**src/rtl/fifo_rr_ctrl_if.sv**
```systemverilog
// Bundle between fifo_rr_ctrl and its producers, sync_fifo and consumer.
// master = controller side; slave = producers, FIFO flags and consumer side.
interface fifo_rr_ctrl_if #(
  parameter int NREQ  = 4,
  parameter int DW    = 8,
  parameter int DEPTH = 8
);
  localparam int IW = (NREQ > 1) ? $clog2(NREQ) : 1;
  localparam int LW = $clog2(DEPTH + 1);

  logic [NREQ-1:0]    req_valid;
  logic [NREQ*DW-1:0] req_data;
  logic [NREQ-1:0]    req_ready;
  logic               flush;
  logic               f_full;
  logic               f_empty;
  logic               wr_en;
  logic [DW-1:0]      data_in;
  logic [IW-1:0]      grant_id;
  logic               rd_en;
  logic               dout_valid;
  logic               burst_active;
  logic [LW-1:0]      level;

  modport master (
    input  req_valid, req_data, flush, f_full, f_empty,
    output req_ready, wr_en, data_in, grant_id, rd_en, dout_valid, burst_active, level
  );

  modport slave (
    output req_valid, req_data, flush, f_full, f_empty,
    input  req_ready, wr_en, data_in, grant_id, rd_en, dout_valid, burst_active, level
  );
endinterface

```
**src/rtl/fifo_rr_ctrl.sv**
```systemverilog
// Round-robin sharing of a sync_fifo write port plus burst read scheduling; wr_en lands 1 cycle
// after handshake, reads go out in runs of min(BURST, level); req_ready drops while the FIFO is full.
module fifo_rr_ctrl #(
  parameter int NREQ  = 4,
  parameter int DW    = 8,
  parameter int DEPTH = 8,
  parameter int BURST = 4
) (
  input logic           clk,
  input logic           rst,
  fifo_rr_ctrl_if.master bus
);
  localparam int IW = (NREQ > 1) ? $clog2(NREQ) : 1;
  localparam int LW = $clog2(DEPTH + 1);
  localparam logic [LW-1:0] L_DEPTH = LW'(DEPTH);
  localparam logic [LW-1:0] L_BURST = LW'(BURST);
  localparam logic [IW-1:0] PTR_RST = IW'(NREQ - 1);

  typedef enum logic {S_IDLE, S_BURST} state_t;

  state_t          r_state, w_state_nxt;
  logic [IW-1:0]   r_ptr, w_win, w_idx;
  logic            w_gnt;
  logic [NREQ-1:0] w_ready;
  logic [LW-1:0]   r_level, w_level_nxt;
  logic [LW-1:0]   r_beats, w_beats_nxt;
  logic            w_rd;
  logic            r_wr_en, r_rd_en, r_dout_valid;
  logic [DW-1:0]   r_data_in;
  logic [IW-1:0]   r_grant_id;

  // Search starts just past the last winner so every requester gets a turn.
  always_comb begin
    w_gnt   = 1'b0;
    w_win   = r_ptr;
    w_idx   = r_ptr;
    w_ready = '0;
    if (r_level < L_DEPTH && !bus.f_full) begin
      for (int k = 1; k <= NREQ; k++) begin
        w_idx = IW'((int'(r_ptr) + k) % NREQ);
        if (!w_gnt && bus.req_valid[w_idx]) begin
          w_gnt = 1'b1;
          w_win = w_idx;
        end
      end
    end
    if (w_gnt) w_ready[w_win] = 1'b1;
  end

  always_comb begin
    w_state_nxt = r_state;
    w_beats_nxt = r_beats;
    w_rd        = 1'b0;
    case (r_state)
      S_IDLE: begin
        if (r_level >= L_BURST || (bus.flush && r_level != '0)) begin
          w_state_nxt = S_BURST;
          w_beats_nxt = (r_level >= L_BURST) ? L_BURST : r_level;
          w_rd        = !bus.f_empty;
          if (w_rd) w_beats_nxt = w_beats_nxt - LW'(1);
        end
      end
      S_BURST: begin
        // r_beats counts reads still owed after the one currently on rd_en.
        if (r_beats == '0) begin
          w_state_nxt = S_IDLE;
        end else if (r_level != '0 && !bus.f_empty) begin
          w_rd        = 1'b1;
          w_beats_nxt = r_beats - LW'(1);
        end
      end
      default: w_state_nxt = S_IDLE;
    endcase
  end

  always_comb begin
    w_level_nxt = r_level;
    if (w_gnt && !w_rd)      w_level_nxt = r_level + LW'(1);
    else if (!w_gnt && w_rd) w_level_nxt = r_level - LW'(1);
  end

  always_ff @(posedge clk) begin
    if (rst) begin
      r_state      <= S_IDLE;
      r_beats      <= '0;
      r_level      <= '0;
      r_ptr        <= PTR_RST;
      r_wr_en      <= 1'b0;
      r_rd_en      <= 1'b0;
      r_dout_valid <= 1'b0;
      r_data_in    <= '0;
      r_grant_id   <= '0;
    end else begin
      r_state      <= w_state_nxt;
      r_beats      <= w_beats_nxt;
      r_level      <= w_level_nxt;
      r_wr_en      <= w_gnt;
      r_rd_en      <= w_rd;
      r_dout_valid <= r_rd_en;
      if (w_gnt) begin
        r_ptr      <= w_win;
        r_grant_id <= w_win;
        r_data_in  <= bus.req_data[w_win*DW +: DW];
      end
    end
  end

  assign bus.req_ready    = w_ready;
  assign bus.wr_en        = r_wr_en;
  assign bus.data_in      = r_data_in;
  assign bus.grant_id     = r_grant_id;
  assign bus.rd_en        = r_rd_en;
  assign bus.dout_valid   = r_dout_valid;
  assign bus.burst_active = (r_state == S_BURST);
  assign bus.level        = r_level;
endmodule

```
**src/flat_wrapper.sv**
```systemverilog
// flat-port wrapper written by rule: the top's interface ports become plain ports
module fifo_rr_ctrl_flat 
#(
  parameter int NREQ  = 4,
  parameter int DW    = 8,
  parameter int DEPTH = 8,
  parameter int BURST = 4
)
  (clk, rst, bus_req_valid, bus_req_data, bus_flush, bus_f_full, bus_f_empty, bus_req_ready, bus_wr_en, bus_data_in, bus_grant_id, bus_rd_en, bus_dout_valid, bus_burst_active, bus_level);
  fifo_rr_ctrl_if #(.NREQ(NREQ), .DW(DW), .DEPTH(DEPTH)) bus_i ();
  input logic clk;
  input logic rst;
  input wire logic [$bits(bus_i.req_valid)-1:0] bus_req_valid;
  input wire logic [$bits(bus_i.req_data)-1:0] bus_req_data;
  input wire logic [$bits(bus_i.flush)-1:0] bus_flush;
  input wire logic [$bits(bus_i.f_full)-1:0] bus_f_full;
  input wire logic [$bits(bus_i.f_empty)-1:0] bus_f_empty;
  output wire logic [$bits(bus_i.req_ready)-1:0] bus_req_ready;
  output wire logic [$bits(bus_i.wr_en)-1:0] bus_wr_en;
  output wire logic [$bits(bus_i.data_in)-1:0] bus_data_in;
  output wire logic [$bits(bus_i.grant_id)-1:0] bus_grant_id;
  output wire logic [$bits(bus_i.rd_en)-1:0] bus_rd_en;
  output wire logic [$bits(bus_i.dout_valid)-1:0] bus_dout_valid;
  output wire logic [$bits(bus_i.burst_active)-1:0] bus_burst_active;
  output wire logic [$bits(bus_i.level)-1:0] bus_level;
  assign bus_i.req_valid = bus_req_valid;
  assign bus_i.req_data = bus_req_data;
  assign bus_i.flush = bus_flush;
  assign bus_i.f_full = bus_f_full;
  assign bus_i.f_empty = bus_f_empty;
  assign bus_req_ready = bus_i.req_ready;
  assign bus_wr_en = bus_i.wr_en;
  assign bus_data_in = bus_i.data_in;
  assign bus_grant_id = bus_i.grant_id;
  assign bus_rd_en = bus_i.rd_en;
  assign bus_dout_valid = bus_i.dout_valid;
  assign bus_burst_active = bus_i.burst_active;
  assign bus_level = bus_i.level;
  fifo_rr_ctrl #(.NREQ(NREQ), .DW(DW), .DEPTH(DEPTH), .BURST(BURST)) u_core (.clk(clk), .rst(rst), .bus(bus_i));
endmodule
```
**config.mk**
```make
export PLATFORM = sky130hd
export DESIGN_NAME = fifo_rr_ctrl_flat
export DESIGN_NICKNAME = d
export VERILOG_FILES = /design/src/rtl/fifo_rr_ctrl_if.sv /design/src/rtl/fifo_rr_ctrl.sv /design/src/flat_wrapper.sv
export SDC_FILE = /design/constraint.sdc
export NUM_CORES = 1
export LEC_CHECK = 0
export BUFFER_PORTS_ARGS = -buffer_cell sky130_fd_sc_hd__buf_4
export CAP_MARGIN = 20
export CORE_UTILIZATION = 54
export CTS_BUF_LIST = sky130_fd_sc_hd__clkbuf_8
export CTS_CLUSTER_DIAMETER = 150
export DETAILED_ROUTE_END_ITERATION = 8
export HOLD_SLACK_MARGIN = 0.03
export PLACE_DENSITY = 0.88
export SYNTH_ARGS = -nofsm -noshare
export SYNTH_HDL_FRONTEND = slang
export SYNTH_SLANG_ARGS = --single-unit
```
**constraint.sdc**
```tcl
create_clock -name clk -period 5.6 [get_ports clk]
set_clock_uncertainty 0.2 [all_clocks]
set_input_delay 0.84 -clock clk [delete_from_list [all_inputs] [get_ports clk]]
set_output_delay 0.84 -clock clk [all_outputs]
set_load 0.05 [all_outputs]
```
**After elaboration in Yosys (flattened, before gate mapping)**

Index checks and enable logic that the tools add are counted.

- Flip-flop bits (word level): 24
- Bits of input ports: 41
- Output and inout bits: 22
- Logic and storage cells: 90

- Add/subtract/negate cells: 8
- $lt $le $gt $ge: 8
- Equality and inequality tests: 3
- Shifts and indexed selects: 1
- Muxes and demuxes: 39
- Bitwise operators: 1
- Reductions and logical operators: 21

Operator list:

| kind | count |
|---|---|
| 4-bit two-way mux | 8 |
| 32-bit by 6-bit indexed part select with 8-bit output | 1 |
| 1-bit two-way mux | 18 |
| 2-bit by 3-bit less-than comparator with 1-bit output (second input constant) | 5 |
| 4-bit by 1-bit subtractor with 4-bit output (second input constant) | 3 |
| 2-bit two-way mux | 5 |
| 1-bit logical AND | 9 |
| 1-bit binary-select mux with 2-bit select | 4 |
| 4-bit one-hot mux with 2 select lines | 1 |
| 1-bit logical NOT | 7 |
| 2-bit by 1-bit adder with 2-bit output (second input constant) | 2 |
| 2-bit adder (second input constant) | 2 |
| 4-bit by 1-bit adder with 4-bit output (second input constant) | 1 |
| 4-bit by 3-bit >= comparator with 1-bit output (second input constant) | 1 |
| 4-bit logical NOT | 1 |
| 4-bit less-than comparator (second input constant) | 1 |
| 2-bit != test (second input constant) | 2 |
| 1-bit one-hot mux with 2 select lines | 2 |
| 4-bit nonzero test | 1 |
| 3-bit AND reduction | 1 |
| 1-bit demux with 2-bit select | 1 |
| 2-bit by 1-bit >= comparator with 1-bit output (second input constant) | 1 |
| 2-bit by 1-bit != test with 1-bit output (second input constant) | 1 |
| 2-bit nonzero test | 1 |
| 2 further kinds | 2 |

**Logic depth before layout (Yosys ltp)**

- Word-level depth: 22
- Gate-level depth with buffers: 14

**Least setup slack after synthesis**

OpenSTA, ideal clock, no wires.

- Path kind: input to output
- Start point: input port bus_req_valid[3]
- End point: output port bus_req_ready[3]
- Arrival time: 2.793 ns
- Slack: 1.767 ns
- Stages: 6
- Cells stage by stage: nand2b_1 -> o311ai_1 -> nor3_2 -> xnor2_2 -> buf_4 -> nor3_1

- Cells in the longest elaborated chain, start to end: 21
- Elaborated cells on any way between the ends: 33
- Classes of those cells: order compare (2); mux (24); reduce/logical (7)

Ends and longest elaborated chain:

| element | line | RTL |
|---|---|---|
| start, declared | flat_wrapper.sv:13 | `input wire logic [$bits(bus_i.req_valid)-1:0] bus_req_valid;` |
| 1-bit binary-select mux with 2-bit select | fifo_rr_ctrl.sv:41 | `if (!w_gnt && bus.req_valid[w_idx]) begin` |
| 1-bit two-way mux (not written as such) | fifo_rr_ctrl.sv:41 |  |
| 1-bit two-way mux | fifo_rr_ctrl.sv:41 |  |
| 1-bit two-way mux | fifo_rr_ctrl.sv:38 | `if (r_level < L_DEPTH && !bus.f_full) begin` |
| 1-bit logical NOT | fifo_rr_ctrl.sv:41 |  |
| 1-bit logical AND | fifo_rr_ctrl.sv:41 |  |
| 1-bit two-way mux | fifo_rr_ctrl.sv:41 |  |
| 1-bit two-way mux | fifo_rr_ctrl.sv:38 |  |
| [... 5 more ...] | n/a |  |
| 1-bit logical AND | fifo_rr_ctrl.sv:41 |  |
| 2-bit two-way mux | fifo_rr_ctrl.sv:41 |  |
| 2-bit two-way mux | fifo_rr_ctrl.sv:38 |  |
| 2-bit by 3-bit less-than comparator with 1-bit output (not written as such) or 2-bit by 1-bit >= comparator with 1-bit output (tied branches) | fifo_rr_ctrl.sv:47 | `if (w_gnt) w_ready[w_win] = 1'b1;` |
| 1-bit logical AND (not written as such) | fifo_rr_ctrl.sv:47 |  |
| 1-bit two-way mux (not written as such) | fifo_rr_ctrl.sv:47 |  |
| 1-bit demux with 2-bit select | n/a |  |
| 4-bit two-way mux * | fifo_rr_ctrl.sv:47 |  |
| end, declared | flat_wrapper.sv:18 | `output wire logic [$bits(bus_i.req_ready)-1:0] bus_req_ready;` |

Mark *: on every way between the ends. The rest lies on a longest branch, timed or not. The select of a mux whose other input is x is not followed.

**Final worst setup path**

- Start point: input port bus_req_valid[3]
- End point: output port bus_req_ready[0]

The elaborated chain is that of the path after synthesis.

==> flow_summary.json <==
{
  "routabilityCongestion": 0.793,
  "rsz0062_at_grt": "false",
  "syn_avg_cell_area_um2": 8.48,
  "cp_slowest_stage_delay_ns": 0.63,
  "dr_total_vias": 1541,
  "ctsHoldBuffers": 0,
  "fmax_mhz": 274,
  "clock_latency_ns": 0.26,
  "core_area_um2": 2730,
  "place_hpwl_um": 2720,
  "cp_slowest_cell": "xnor2_2",
  "netlist_top_cells_count": "31 x nor2_1, 24 x dfxtp_1, 13 x mux2i_1",
  "yosysTopAreaCell": "dfxtp_1",
  "fin_crit_sh_pct": 65.2,
  "grt_use_total_pct": 24.1,
  "start_util_pct": 56.8,
  "drtIter0Drc": 74,
  "yosysWarnings": 0,
  "final.setup.tns_ns": 0,
  "final-instance-count-excl-fill": 272,
  "wl_per_cell_um": 13.8,
  "htreeDepth": 1,
  "hold_viol_final": 0,
  "clk_pin_slew_ns": 0.09,
  "syn_area_um2": 1550,
  "numCtsBuffers": 3,
  "synth_top_area_share_pct": 31.0,
  "die_x_um": 55.6,
  "grt_overflow": 0,
  "grt_pass1_vias": 1312,
  "status": "complete, no violations",
  "drv_slew": 0,
  "leakagePower_nw": 0.941,
  "first_pass_iters": 4,
  "setup_viol": 0,
  "root_buffer": "clkbuf_8",
  "cp.arrival_ns": 2.61,
  "end_kind": "output pin",
  "grt_antenna_before_repair": 0,
  "ys_ff_latch": 24,
  "die_h_um": 55.6,
  "syn2layout_area_growth_pct": 33.0,
  "async_flop_share_pct": 0,
  "synth_edf_count": 0,
  "post_synth_num_cell_types": 48,
  "io_buffers": 62,
  "post-place-cells": 268,
  "ys.flop_type": "dfxtp_1",
  "cap_violations": 0,
  "fp-row-count": 19,
  "totalWireLength_um": 3750,
  "io_pins": 63,
  "drtAntennaViolNets": 0,
  "synth.area.top_cells": "dfxtp_1 31%, mux2i_1 8.4%, nor2_1 7.5%, ha_1 4.0%, nand2b_1 3.6%",
  "hold_class": "reg2reg",
  "layout-drive-gt1-share_pct": 29.9,
  "vdd_drop_max_v": 0.000521,
  "worstSetupPathType": "in2out",
  "path_max_fanout": 16,
  "start_kind": "primary input",
  "required_ns": 4.56,
  "grt_first_pass_wirelength_um": 6010,
  "syn_nets": 230,
  "drc_errors": 0,
  "diodes": 0,
  "cts_setup_buffers": 0,
  "fin_crit_ns": 3.65,
  "nets": 289,
  "cts.sinks": 24,
  "slew_headroom_pct": 46.5,
  "worstMarginPinSlew_ns": 0.798,
  "grt_start_max_net_pins": 21,
  "cts.path.max_buffers": 2,
  "powerDensity_nw_per_um2": 563,
  "tritoncts": "done",
  "ys_seq_area_share_pct": 31.0,
  "die_area_um2": 3090,
  "cp_cell_sequence": "buf_4, nand2b_1, o311ai_1, nor3_2, xnor2_2, and3_1, buf_4",
  "yosysMostFrequentCell": "nor2_1",
  "cts_resized": 0,
  "crit_top_cell": "buf_4",
  "syn-instance-count": 183,
  "vias_per_cell": 5.67
}
path summary, 6_finish.rpt:
kind | from | end | slack (ns) | cells after the start
setup / recovery | bus_req_valid[3] | bus_req_ready[0] | 1.95 | 7
hold / removal | u_core.bus.rd_en$_SDFF_PP0_ | u_core.bus.dout_valid$_SDFF_PP0_ | 0.29 | 1
setup reg to reg | u_core.bus.level[3]$_SDFFE_PP0P_ | u_core.bus.level[3]$_SDFFE_PP0P_ | 2.50 | 11
hold reg to reg | u_core.bus.rd_en$_SDFF_PP0_ | u_core.bus.dout_valid$_SDFF_PP0_ | 0.29 | 1
cell usage in the layout, fill, tap and decap left out, types with 2 or more instances in the layout:
master    synthesis  routed
o21ai_0           5       5
nor3b_1           2       2
mux2i_1          13      13
nor2b_1           2       2
inv_1             4       4
nor3_1            5       5
clkbuf_8          0       4
and2_1            2       2
buf_4             2      62
o21ai_1           2       2
nor2_1           31      31
nand3b_1          6       6
nand3_1           2       2
dfxtp_1          24      24
or3_1             3       3
inv_2             2       2
o32ai_1           4       4
mux2_1            4       4
o221ai_1          4       4
nand2_1           9       9
a21oi_1           7       7
nand2b_1          9       9
a211oi_1          5       5
ha_1              5       5
xnor2_1           4       4
power breakdown:
group | total [mW] | internal [mW] | switching (mW)
logic | 0.739 | 0.293 | 0.446
clock network | 0.118 | 0.0627 | 0.0557
registers | 0.305 | 0.230 | 0.0746
per-layer routing:
| metal | GRT usage [%] | up-vias | part of all wire (%) | routed length (µm) |
|---|---|---|---|---|
| li1 | - | 783 | - | - |
| met1 | 32.6 | 712 | 46 | 1720 |
| met4 | 9.64 | 0 | 1.6 | 61 |
| met5 | 0 | - | 0 | 0 |
| met2 | 38.0 | 40 | 48 | 1800 |
| met3 | 4.42 | 6 | 4.5 | 170 |
kinds of logic after synthesis:
| kind of cell | after synthesis | share of synthesized area (%) |
|---|---|---|
| and+or+nand+nor | 78 | 26.0 |
| AOI/OAI and AO/OA | 37 | 17.1 |
| DFF | 24 | 31.0 |
| muxes | 18 | 12.3 |
| buffers and inverters | 14 | 4.52 |
| xor gates and xnor gates | 6 | 3.87 |
| adders and majority gates | 6 | 5.32 |
registers in the layout, summed over array words and instances (netlist names):
signal	count
u_core.bus.burst_active	1
u_core.r_ptr	2
u_core.r_beats	4
u_core.bus.wr_en	1
u_core.bus.dout_valid	1
u_core.bus.data_in	8
u_core.bus.rd_en	1
u_core.bus.grant_id	2
u_core.bus.level	4
critical path, delay by kind of cell:
family	cells	cell delay, ns
buf+inv	2	0.34
simple gates	3	0.51
xor+xnor	1	0.63
compound gates	1	0.28
stage by stage:
| stage | hold slack [ns] | setup slack [ns] | util [%] | area (µm²) | total power, mW |
|---|---|---|---|---|---|
| finish | 0.291 | 1.95 | 75.5 | 2060 | 1.16 |
| floorplan | 0.262 | 1.77 | - | 1550 | 0.875 |
| CTS | 0.293 | 1.97 | 75.5 | 2060 | 1.16 |
| global placement | 0.267 | 1.98 | 73.5 | 2010 | 1.03 |
| detailed placement | 0.280 | 1.87 | 73.5 | 2010 | 1.04 |
| global route | 0.299 | 1.81 | 75.5 | 2060 | 1.24 |
area by class of cell:
type / count / area [µm²]
multi-input cells: 145 / 1000
fillers: 207 / 671
flip-flops and latches: 24 / 480
repair buffers: 62 / 465
clock buffers: 4 / 55.1
well taps: 31 / 38.8
inverters: 6 / 22.5
Note: power is estimated with default switching activity, not from simulation.
